===== src/rtl/coso_match_pkg.sv =====
// Shared types and widths for the coherent-sampler RO match controller.
package coso_match_pkg;

  typedef enum logic [1:0] {
    ST_IDLE  = 2'd0,
    ST_ACQ   = 2'd1,
    ST_MATCH = 2'd2,
    ST_FAIL  = 2'd3
  } state_e;

  localparam int unsigned DEF_SEL_W    = 12;
  localparam int unsigned DEF_SAMP_LOG = 7;
  // Extra bit so a good count (and last_good) can hold a full window of 2^SAMP_LOG.
  localparam int unsigned GOOD_XTRA_W  = 1;

endpackage


===== src/rtl/coso_match_window.sv =====
// Evaluation window: counts accepted and in-range samples, flags the last sample of a window.
module coso_match_window
  import coso_match_pkg::*;
#(
  parameter int unsigned CNT_W    = 16,
  parameter int unsigned CHK_W    = 10,
  parameter int unsigned SAMP_LOG = DEF_SAMP_LOG
) (
  input  logic                         clk,
  input  logic                         rst,
  input  logic                         clr_i,
  input  logic                         acc_i,
  input  logic [CNT_W-1:0]             cnt_i,
  input  logic [CHK_W-1:0]             thr_lo_i,
  input  logic [CHK_W-1:0]             thr_hi_i,
  output logic                         win_end_c_o,
  output logic [SAMP_LOG+GOOD_XTRA_W-1:0] good_tot_c_o
);

  localparam int unsigned GOOD_W = SAMP_LOG + GOOD_XTRA_W;

  logic [CHK_W-1:0]    msb_c;
  logic                good_c;
  logic                unused_cnt_c;
  logic [SAMP_LOG-1:0] samp_q, samp_d;
  logic [GOOD_W-1:0]   good_q, good_d;

  assign msb_c        = cnt_i[CNT_W-1 -: CHK_W];
  assign unused_cnt_c = ^cnt_i;
  // An empty or inverted range never matches.
  assign good_c       = (msb_c >= thr_lo_i) && (msb_c < thr_hi_i);
  assign win_end_c_o  = acc_i && (samp_q == '1);
  assign good_tot_c_o = good_q + GOOD_W'(acc_i && good_c);

  always_comb begin
    samp_d = samp_q;
    good_d = good_q;
    if (clr_i || win_end_c_o) begin
      samp_d = '0;
      good_d = '0;
    end else if (acc_i) begin
      samp_d = samp_q + SAMP_LOG'(1);
      good_d = good_tot_c_o;
    end
  end

  always_ff @(posedge clk) begin
    if (rst) begin
      samp_q <= '0;
      good_q <= '0;
    end else begin
      samp_q <= samp_d;
      good_q <= good_d;
    end
  end

endmodule


===== src/rtl/coso_match_ctrl.sv =====
// Sweeps RO configurations until the coherent-sampler count sits in range for a window.
// Optional stats outputs (last_good, tries) are built when COSO_MATCH_STATS_EN is defined.
module coso_match_ctrl
  import coso_match_pkg::*;
#(
  parameter int unsigned CNT_W    = 16,
  parameter int unsigned CHK_W    = 10,
  parameter int unsigned SEL_W    = DEF_SEL_W,
  parameter int unsigned SAMP_LOG = DEF_SAMP_LOG,
  parameter int unsigned LOCK_LOG = 8
) (
  input  logic                clk,
  input  logic                rst,
  input  logic                start,
  input  logic [SEL_W-1:0]    sel_start,
  input  logic                wrap_en,
  input  logic [CHK_W-1:0]    thr_lo,
  input  logic [CHK_W-1:0]    thr_hi,
  input  logic [SAMP_LOG:0]   samp_min,
  input  logic [SAMP_LOG:0]   samp_drop,
  input  logic [CNT_W-1:0]    cs_cnt,
  input  logic                cs_req,
  output logic                cs_ack,
  output logic [SEL_W-1:0]    ro_sel,
  output logic                matched,
  output logic                no_found,
  output logic                locked,
  output logic                busy
`ifdef COSO_MATCH_STATS_EN
  ,
  output logic [SAMP_LOG+GOOD_XTRA_W-1:0] last_good,
  output logic [SEL_W-1:0]                tries
`endif
);

  localparam int unsigned GOOD_W = SAMP_LOG + GOOD_XTRA_W;
  // Value just before all-ones: the idle cycle seen at this count is the timeout.
  localparam logic [LOCK_LOG-1:0] LOCK_LAST = LOCK_LOG'((1 << LOCK_LOG) - 2);

  state_e              state_q, state_d;
  logic [SEL_W-1:0]    ro_sel_q, ro_sel_d;
  logic [LOCK_LOG-1:0] lock_q, lock_d;
  logic                ack_q, matched_q, matched_d, no_found_q, no_found_d;
  logic                locked_q, locked_d, busy_q;

  logic                active_c, take_c, acc_c, lock_to_c, win_clr_c;
  logic                win_end_c, acq_hit_c, adv_c, sel_top_c;
  logic [GOOD_W-1:0]   good_tot_c;

  assign active_c  = (state_q == ST_ACQ) || (state_q == ST_MATCH);
  assign take_c    = cs_req && !ack_q;
  assign acc_c     = take_c && active_c && !start;
  assign lock_to_c = active_c && !start && !acc_c && (lock_q == LOCK_LAST);
  assign win_clr_c = start || lock_to_c;
  assign sel_top_c = (ro_sel_q == '1);

  coso_match_window #(
    .CNT_W   (CNT_W),
    .CHK_W   (CHK_W),
    .SAMP_LOG(SAMP_LOG)
  ) u_window (
    .clk         (clk),
    .rst         (rst),
    .clr_i       (win_clr_c),
    .acc_i       (acc_c),
    .cnt_i       (cs_cnt),
    .thr_lo_i    (thr_lo),
    .thr_hi_i    (thr_hi),
    .win_end_c_o (win_end_c),
    .good_tot_c_o(good_tot_c)
  );

  // Window verdicts; win_end_c implies an accepted sample, so start is already excluded.
  assign acq_hit_c = (state_q == ST_ACQ) && win_end_c && (good_tot_c >= samp_min);
  assign adv_c     = ((state_q == ST_ACQ)   && win_end_c && (good_tot_c <  samp_min)) ||
                     ((state_q == ST_MATCH) && win_end_c && (good_tot_c <  samp_drop)) ||
                     lock_to_c;

  always_ff @(posedge clk) begin
    if (rst) begin
      state_q    <= ST_IDLE;
      ro_sel_q   <= '0;
      lock_q     <= '0;
      ack_q      <= 1'b0;
      matched_q  <= 1'b0;
      no_found_q <= 1'b0;
      locked_q   <= 1'b0;
      busy_q     <= 1'b0;
    end else begin
      state_q    <= state_d;
      ro_sel_q   <= ro_sel_d;
      lock_q     <= lock_d;
      ack_q      <= take_c;
      matched_q  <= matched_d;
      no_found_q <= no_found_d;
      locked_q   <= locked_d;
      busy_q     <= (state_d == ST_ACQ) || (state_d == ST_MATCH);
    end
  end

  always_comb begin
    state_d = state_q;
    if (start) begin
      state_d = ST_ACQ;
    end else if (adv_c) begin
      state_d = (sel_top_c && !wrap_en) ? ST_FAIL : ST_ACQ;
    end else if (acq_hit_c) begin
      state_d = ST_MATCH;
    end
  end

  always_comb begin
    ro_sel_d   = ro_sel_q;
    lock_d     = lock_q;
    matched_d  = matched_q;
    no_found_d = no_found_q;
    locked_d   = locked_q;
    if (start) begin
      ro_sel_d   = sel_start;
      lock_d     = '0;
      matched_d  = 1'b0;
      no_found_d = 1'b0;
      locked_d   = 1'b0;
    end else begin
      if (acc_c) begin
        lock_d   = '0;
        locked_d = 1'b0;
      end else if (lock_to_c) begin
        lock_d   = '0;
        locked_d = 1'b1;
      end else if (active_c) begin
        lock_d = lock_q + LOCK_LOG'(1);
      end else begin
        lock_d = '0;
      end
      if (acq_hit_c) begin
        matched_d = 1'b1;
      end
      // Advance: step the configuration, or wrap/stop at the end of the sweep.
      if (adv_c) begin
        matched_d = 1'b0;
        if (sel_top_c) begin
          no_found_d = 1'b1;
          if (wrap_en) begin
            ro_sel_d = '0;
          end
        end else begin
          ro_sel_d = ro_sel_q + SEL_W'(1);
        end
      end
    end
  end

  assign cs_ack   = ack_q;
  assign ro_sel   = ro_sel_q;
  assign matched  = matched_q;
  assign no_found = no_found_q;
  assign locked   = locked_q;
  assign busy     = busy_q;

`ifdef COSO_MATCH_STATS_EN
  logic [GOOD_W-1:0] last_good_q;
  logic [SEL_W-1:0]  tries_q;

  always_ff @(posedge clk) begin
    if (rst) begin
      last_good_q <= '0;
      tries_q     <= '0;
    end else begin
      if (win_end_c) begin
        last_good_q <= good_tot_c;
      end
      if (start) begin
        tries_q <= '0;
      end else if (adv_c && (tries_q != '1)) begin
        tries_q <= tries_q + SEL_W'(1);
      end
    end
  end

  assign last_good = last_good_q;
  assign tries     = tries_q;
`endif

endmodule


===== config.mk =====
export PLATFORM = sky130hd
export DESIGN_NAME = coso_match_ctrl
export DESIGN_NICKNAME = d
export VERILOG_FILES = /design/src/rtl/coso_match_pkg.sv /design/src/rtl/coso_match_window.sv /design/src/rtl/coso_match_ctrl.sv
export SDC_FILE = /design/constraint.sdc
export NUM_CORES = 1
export LEC_CHECK = 0
export ABC_AREA = 1
export CAP_MARGIN = 20
export CORE_AREA = 4 4 97 99
export CTS_CLUSTER_DIAMETER = 50
export DETAILED_ROUTE_END_ITERATION = 10
export DIE_AREA = 0 0 101 103
export PLACE_DENSITY = 0.75
export SKIP_CTS_REPAIR_TIMING = 1
export SYNTH_ARGS = -nofsm -noshare
export SYNTH_HDL_FRONTEND = slang
export SYNTH_HIERARCHICAL = 1
export SYNTH_SLANG_ARGS = --single-unit

===== constraint.sdc =====
create_clock -name clk -period 3.8 [get_ports clk]
set_clock_uncertainty 0.15 [all_clocks]
set_input_delay 0.38 -clock clk [delete_from_list [all_inputs] [get_ports clk]]
set_output_delay 0.38 -clock clk [all_outputs]
set_load 0.02 [all_outputs]

Yosys cells after proc, flatten, opt, wreduce, memory -nomap -nowiden:

Index checks and enable logic that the tools add are counted.

* register bits after elaboration: 42
* input bits: 69
* word-level logic and storage cells: 69

* $add $sub $neg: 4
* $lt $le $gt $ge: 5
* equality and inequality tests: 8
* muxes and demuxes: 8
* bitwise logic cells: 1
* reduce and logical (&&, ||, !) cells: 33

Operators by type and width (number)
* 12-bit 2-to-1 mux: 4
* 8-bit less-than comparator: 2
* 1-bit logical AND: 15
* 12-bit by 1-bit adder with 12-bit output (second input constant): 1
* 12-bit == test (second input constant): 1
* 10-bit >= comparator: 1
* 10-bit less-than comparator: 1
* 8-bit by 1-bit adder with 8-bit output: 1
* 8-bit by 1-bit adder with 8-bit output (second input constant): 1
* 8-bit == test (second input constant): 1
* 8-bit >= comparator: 1
* 2-bit 2-to-1 mux: 4
* 7-bit by 1-bit adder with 7-bit output (second input constant): 1
* 7-bit == test (second input constant): 1
* 1-bit logical OR: 6
* 3-bit OR reduction: 2
* 5-bit OR reduction: 1
* 2-bit by 1-bit == test with 1-bit output (second input constant): 2
* 2-bit == test (second input constant): 2
* 1-bit logical NOT: 4
* 2-bit AND reduction: 2
* 2-bit OR reduction: 2
* 3-bit != test (second input constant): 1
* 2-bit nonzero test: 1
* 1-bit NOT: 1

Depth between registers and ports, before layout:

* word-level depth: 14
* mapped depth: 30
* gate-level depth less buffers: 29

Modules after synthesis:

Netlist, hierarchy kept.

By module, submodules not included
* coso_match_ctrl: instances 1, cells each 316, area each 2037.0 µm², seq. area each 540.5 µm²
* coso_match_window: instances 1, cells each 199, area each 1345.0 µm², seq. area each 300.3 µm²

Worst setup path before layout:

OpenSTA, ideal clock, no wires.

* path kind: flip-flop to flip-flop
* from: register state_q[0]
* to: register ro_sel_q[6], in the netlist ro_sel[6]
* setup time: 0.112 ns
* data arrival time: 3.586 ns
* slack: -0.048 ns
* cell stages (with the launch flop): 30
* clock period less this slack: 3.848 ns
* cell sequence: dfxtp_1 inv_1 ha_1 or2_1 nor2_1 buf_4 nand2_1 nor2_1 nand2_1 a21oi_1 nand2_1 nor2_1 ha_1 ha_1 nand3_1 nor2_1 nand2_1 nand2_1 nand2_1 ha_1 nand2_1 inv_1 and3_1 nor2_1 nand2_1 nand4_4 nand2_4 inv_4 nor2_1 nor2_1

* word-level cells in the longest chain between the ends: 12

RTL lines
* from (decl): line coso_match_ctrl.sv:40 `state_e state_q, state_d;`
* from (signal assigned): line coso_match_ctrl.sv:90 `state_q <= state_d;`
* 2-bit by 1-bit == test with 1-bit output or 2-bit == test (tied branches): line coso_match_ctrl.sv:50 `assign active_c = (state_q == ST_ACQ) || (state_q == ST_MATCH);`
* 1-bit logical OR (*): line coso_match_ctrl.sv:50
* 1-bit logical AND (*) (2 in series): line coso_match_ctrl.sv:52 `assign acc_c = take_c && active_c && !start;`
* via acc_c: line coso_match_ctrl.sv:46 `logic active_c, take_c, acc_c, lock_to_c, win_clr_c;`
* 1-bit logical AND (*): line coso_match_window.sv:33 `assign good_tot_c_o = good_q + GOOD_W'(acc_i && good_c);`
* 8-bit by 1-bit adder with 8-bit output (*): line coso_match_window.sv:33
* via good_tot_c[6]: line coso_match_ctrl.sv:48 `logic [GOOD_W-1:0] good_tot_c;`
* 8-bit less-than comparator, on equally long branches: line coso_match_ctrl.sv:75, coso_match_ctrl.sv:76
* 1-bit logical AND, on equally long branches: line coso_match_ctrl.sv:75, coso_match_ctrl.sv:76
* 1-bit logical OR (*): line coso_match_ctrl.sv:75 `assign adv_c = ((state_q == ST_ACQ) && win_end_c && (good_tot_c < samp_min)) ||`
* 1-bit logical OR (*): line coso_match_ctrl.sv:76 `((state_q == ST_MATCH) && win_end_c && (good_tot_c < samp_drop)) ||`
* 2-bit nonzero test (no source line) (*)
* 2-bit AND reduction (no source line) (*)
* to (signal assigned): line coso_match_ctrl.sv:91 `ro_sel_q <= ro_sel_d;`
* to (decl): line coso_match_ctrl.sv:41 `logic [SEL_W-1:0] ro_sel_q, ro_sel_d;`

Mark *: on every way through the listed nets, which the timed path passes. The rest lies on a longest branch.
A chain may end at the register's enable or synchronous reset.

Worst setup path in the final report:

* from: register state_q[1]
* to: register busy_q, in the netlist busy

* word-level cells in the longest chain between the ends: 14

RTL lines
* 2-bit by 1-bit == test with 1-bit output or 2-bit == test (tied branches): line coso_match_ctrl.sv:50
* 1-bit logical OR (*): line coso_match_ctrl.sv:50
* 1-bit logical AND (*) (2 in series): line coso_match_ctrl.sv:52
* via acc_c: line coso_match_ctrl.sv:46
* 1-bit logical AND (*): line coso_match_window.sv:33
* 8-bit by 1-bit adder with 8-bit output (*): line coso_match_window.sv:33
* via good_tot_c[5]: line coso_match_ctrl.sv:48
* 8-bit less-than comparator, on equally long branches: line coso_match_ctrl.sv:75, coso_match_ctrl.sv:76
* 1-bit logical AND, on equally long branches: line coso_match_ctrl.sv:75, coso_match_ctrl.sv:76
* 1-bit logical OR: line coso_match_ctrl.sv:75
* 1-bit logical OR: line coso_match_ctrl.sv:76
* 2-bit 2-to-1 mux (*): line coso_match_ctrl.sv:105 `end else if (adv_c) begin`
* 2-bit 2-to-1 mux (*): line coso_match_ctrl.sv:103 `if (start) begin`
* 2-bit by 1-bit == test with 1-bit output or 2-bit == test (tied branches): line coso_match_ctrl.sv:97 `busy_q <= (state_d == ST_ACQ) || (state_d == ST_MATCH);`
* 1-bit logical OR (*): line coso_match_ctrl.sv:97
* to (signal assigned): line coso_match_ctrl.sv:97
* to (decl): line coso_match_ctrl.sv:44 `logic locked_q, locked_d, busy_q;`

Marks and branches as above.

==> out/metrics.yaml <==
status:
  status: "finished clean"
synthesis:
  synth_top_family_by_area: "simple AND/OR/NAND/NOR gates"
  async_flop_share_pct: 0
  synth-edff-count: 0
  synth_nets: 626
  yosys_warnings: 6
  synth_ff_type: "dfxtp_1"
  synth_compound_area_share_pct: 6.03
  synth.top_cells.by_area: "dfxtp_1 25%, ha_1 16%, nand2_1 15%"
  synth.area.mux_share_pct: 0
  syn_avg_cell_area_sq_um: 6.57
  yosysTopAreaCellShare_pct: 24.9
  ys_seq_area_share_pct: 24.9
  syn_inst: 515
  ys_top_cells_by_count: "139 x nand2_1, 82 x inv_1, 72 x nor2_1"
  synthAdderAreaFrac_pct: 15.5
  synth_area_leader_cell: "dfxtp_1"
  synth_xor_area_share_pct: 3.88
  synth_area_sq_um: 3380
  synthSimpleGateAreaFrac_pct: 38.1
  synth.distinct_cells: 37
  ys_ff_latch: 42
  yosysMostFrequentCell: "nand2_1"
sta:
  clock.fmax_mhz: 268
  fin_crit_ps: 3730
  fin_tns_setup_ps: 0
  period_share_pct: 98.1
  setup_viol: 0
  grt_setup_unrepaired: "true"
  worst_pin_slew_ps: 464
  holdWs_ps: 316
  finalHoldViolations: 0
  max_slew_margin_pct: 69.0
  slew_viol_final: 0
global_route:
  grt_max_degree: 17
  grt_first_pass_wirelength_mm: 13.5
  antenna_found_initial: 0
  grt_pass1_vias: 3331
  grt_overflow: 0
  use_met2_pct: 29.2
  use_met3_pct: 3.18
  met1_usage_pct: 17.8
  grt-busiest-layer: "met2"
  grt_usage_pct: 15.7
finish:
  area_delta_synth_final_pct: 41.8
  fillers: 783
  drive_gt1_share_pct: 18.0
  n_antenna_cell: 0
  nets: 726
  finalInstanceArea_sq_um: 4800
clock_tree:
  clk_pin_slew_worst_paths_ps: 90
  clock_path_buffers: 2
  cts_buffers: 5
  clk_latency_ps: 310
  clkSinkCount: 42
  cts_tree: "built"
  htree_levels: 2
  cts_root_buf: "clkbuf_8"
die:
  die_width_um: 101
  start_util_pct: 39.6
  die-height_um: 103
  io_pins: 86
  rows: 34
  dieArea_sq_um: 10400
  core_sq_um: 8550
place:
  hpwl_mm: 6.49
  io_buffers: 79
  routabilityCongestion: 0.898
  placed_cell_area_sq_um: 4400
setup_path:
  arrival_ps: 3790
  worstPathCellList: "ha_4 -> or2_4 -> nor2_4 -> nand2_1 -> nor2_1 -> nand2_1 -> a21oi_2 -> nand2_1 -> nor2_2 -> ha_2 -> nand3_2 -> buf_4 -> o21ai_1 -> nand2_2 -> ha_4 -> nand2_1 -> nor2_4 -> nand2_2 -> nand3_2 -> nand3_2 -> nor2_2 -> nand2_1 -> nand3_1 -> nand2_1"
  slowest_delay_ps: 370
  timing.critical_path.fanout_max: 3
  critPathKind: "reg -> reg"
  slowest_stage: "dfxtp_4"
  worst_ep_required_time_ps: 3860
  start_kind: "register"
  crit_path_frequent_cell: "nand2_1"
  r2r_slack_ps: 70
  cp-end-kind: "register"
flow_run:
  cap_violations: 0
power_and_ir_drop:
  leakage_nw: 2.26
  powerDensity_nw_per_um2: 219
  total_power_mw: 1.05
  peakVddDrop_uv: 126
drt:
  avgRoutedWirePerCell_um: 11.8
  wl_mm: 8.54
  ant_nets: 0
  dr_total_vias: 3454
  via_per_inst: 4.77
  drcViolationCount: 0
  drtIter0Drc: 96
  first_pass_iters: 5
min_path:
  hold_class: "reg -> reg"
## through the flow
step | setup WS (ps) | instances | utilization (%)
2_1_floorplan | 5.56 | 515 | -
4_1_cts | -123 | 722 | 52.6
3_5_place_dp | -314 | 714 | 51.5
6_report | 73.4 | 724 | 56.1
5_1_grt | -218 | 724 | 56.1
3_3_place_gp | -244 | 714 | 51.5
## kinds of logic (layout without fill, tap and decap cells)
logic type      after synthesis  after routing
simple gates                283            283
xor+xnor                     15             15
compound gates               35             35
buf+inv                      98            199
flops                        42             42
fa+ha+maj                    42             42
## worst max-delay path, delay by kind of cell, from the launching register on
family / cells / cell delay [ps]
compound gates: 2 / 240
flops: 1 / 370
fa+ha+maj: 3 / 750
simple gates: 18 / 1960
buf+inv: 1 / 170
## final cells by class
| type | instances | area (sq um) | share of cell area [%] |
|---|---|---|---|
| clock buffers | 5 | 68.8 | 1.43 |
| clock inverters | 3 | 25.0 | 0.522 |
| inverters | 91 | 347 | 7.23 |
| multi-input cells | 375 | 2420 | 50.5 |
| flip-flops and latches | 42 | 846 | 17.6 |
| well taps | 108 | 135 | 2.82 |
| repair buffers | 100 | 952 | 19.9 |
## where the power goes
| part | leakage [nW] | internal [mW] | switching (mW) |
|---|---|---|---|
| Sequential | 0.343 | 0.452 | 0.0168 |
| Clock | 0.0447 | 0.133 | 0.178 |
| Combinational | 1.87 | 0.140 | 0.130 |
## sequential cells by signal, summed over array words and instances, names as in the netlist
signal           count
locked               1
ro_sel              12
matched              1
cs_ack               1
busy                 1
state_q              2
no_found             1
u_window/samp_q      7
lock_q               8
u_window/good_q      8
## worst paths after layout
check,from,endpoint,cells after the start
hold / removal,locked,locked,2
setup reg to reg,state_q[1],busy,24
setup / recovery,state_q[1],busy,24
hold reg to reg,locked,locked,2
## cells in the final DEF, fill, tap and decap left out, types with 3 or more instances in the layout
master / netlist / routed
clkdlybuf4s50_1: 0 / 79
buf_4: 1 / 20
nand3_1: 36 / 27
nor2_1: 72 / 62
nor2_4: 1 / 6
inv_1: 82 / 80
nand2_1: 139 / 126
nand3_2: 3 / 11
ha_4: 0 / 7
xor2_1: 13 / 12
a21oi_2: 4 / 6
nor2_2: 9 / 14
inv_2: 6 / 8
nand2_2: 0 / 11
o21ai_0: 11 / 10
a21oi_1: 14 / 12
ha_1: 42 / 34
nor3_1: 4 / 4
clkbuf_8: 0 / 5
nand4_1: 7 / 7
dfxtp_1: 42 / 40
nand2_4: 2 / 3
## layer usage
| layer | part of all wire (%) | vias to the layer above |
|---|---|---|
| met1 | 41 | 1556 |
| met4 | 1.2 | 0 |
| met2 | 52 | 83 |
| met5 | 0 | - |
| met3 | 5.1 | 11 |
| li1 | - | 1804 |
(Power assumes the default switching activity.)
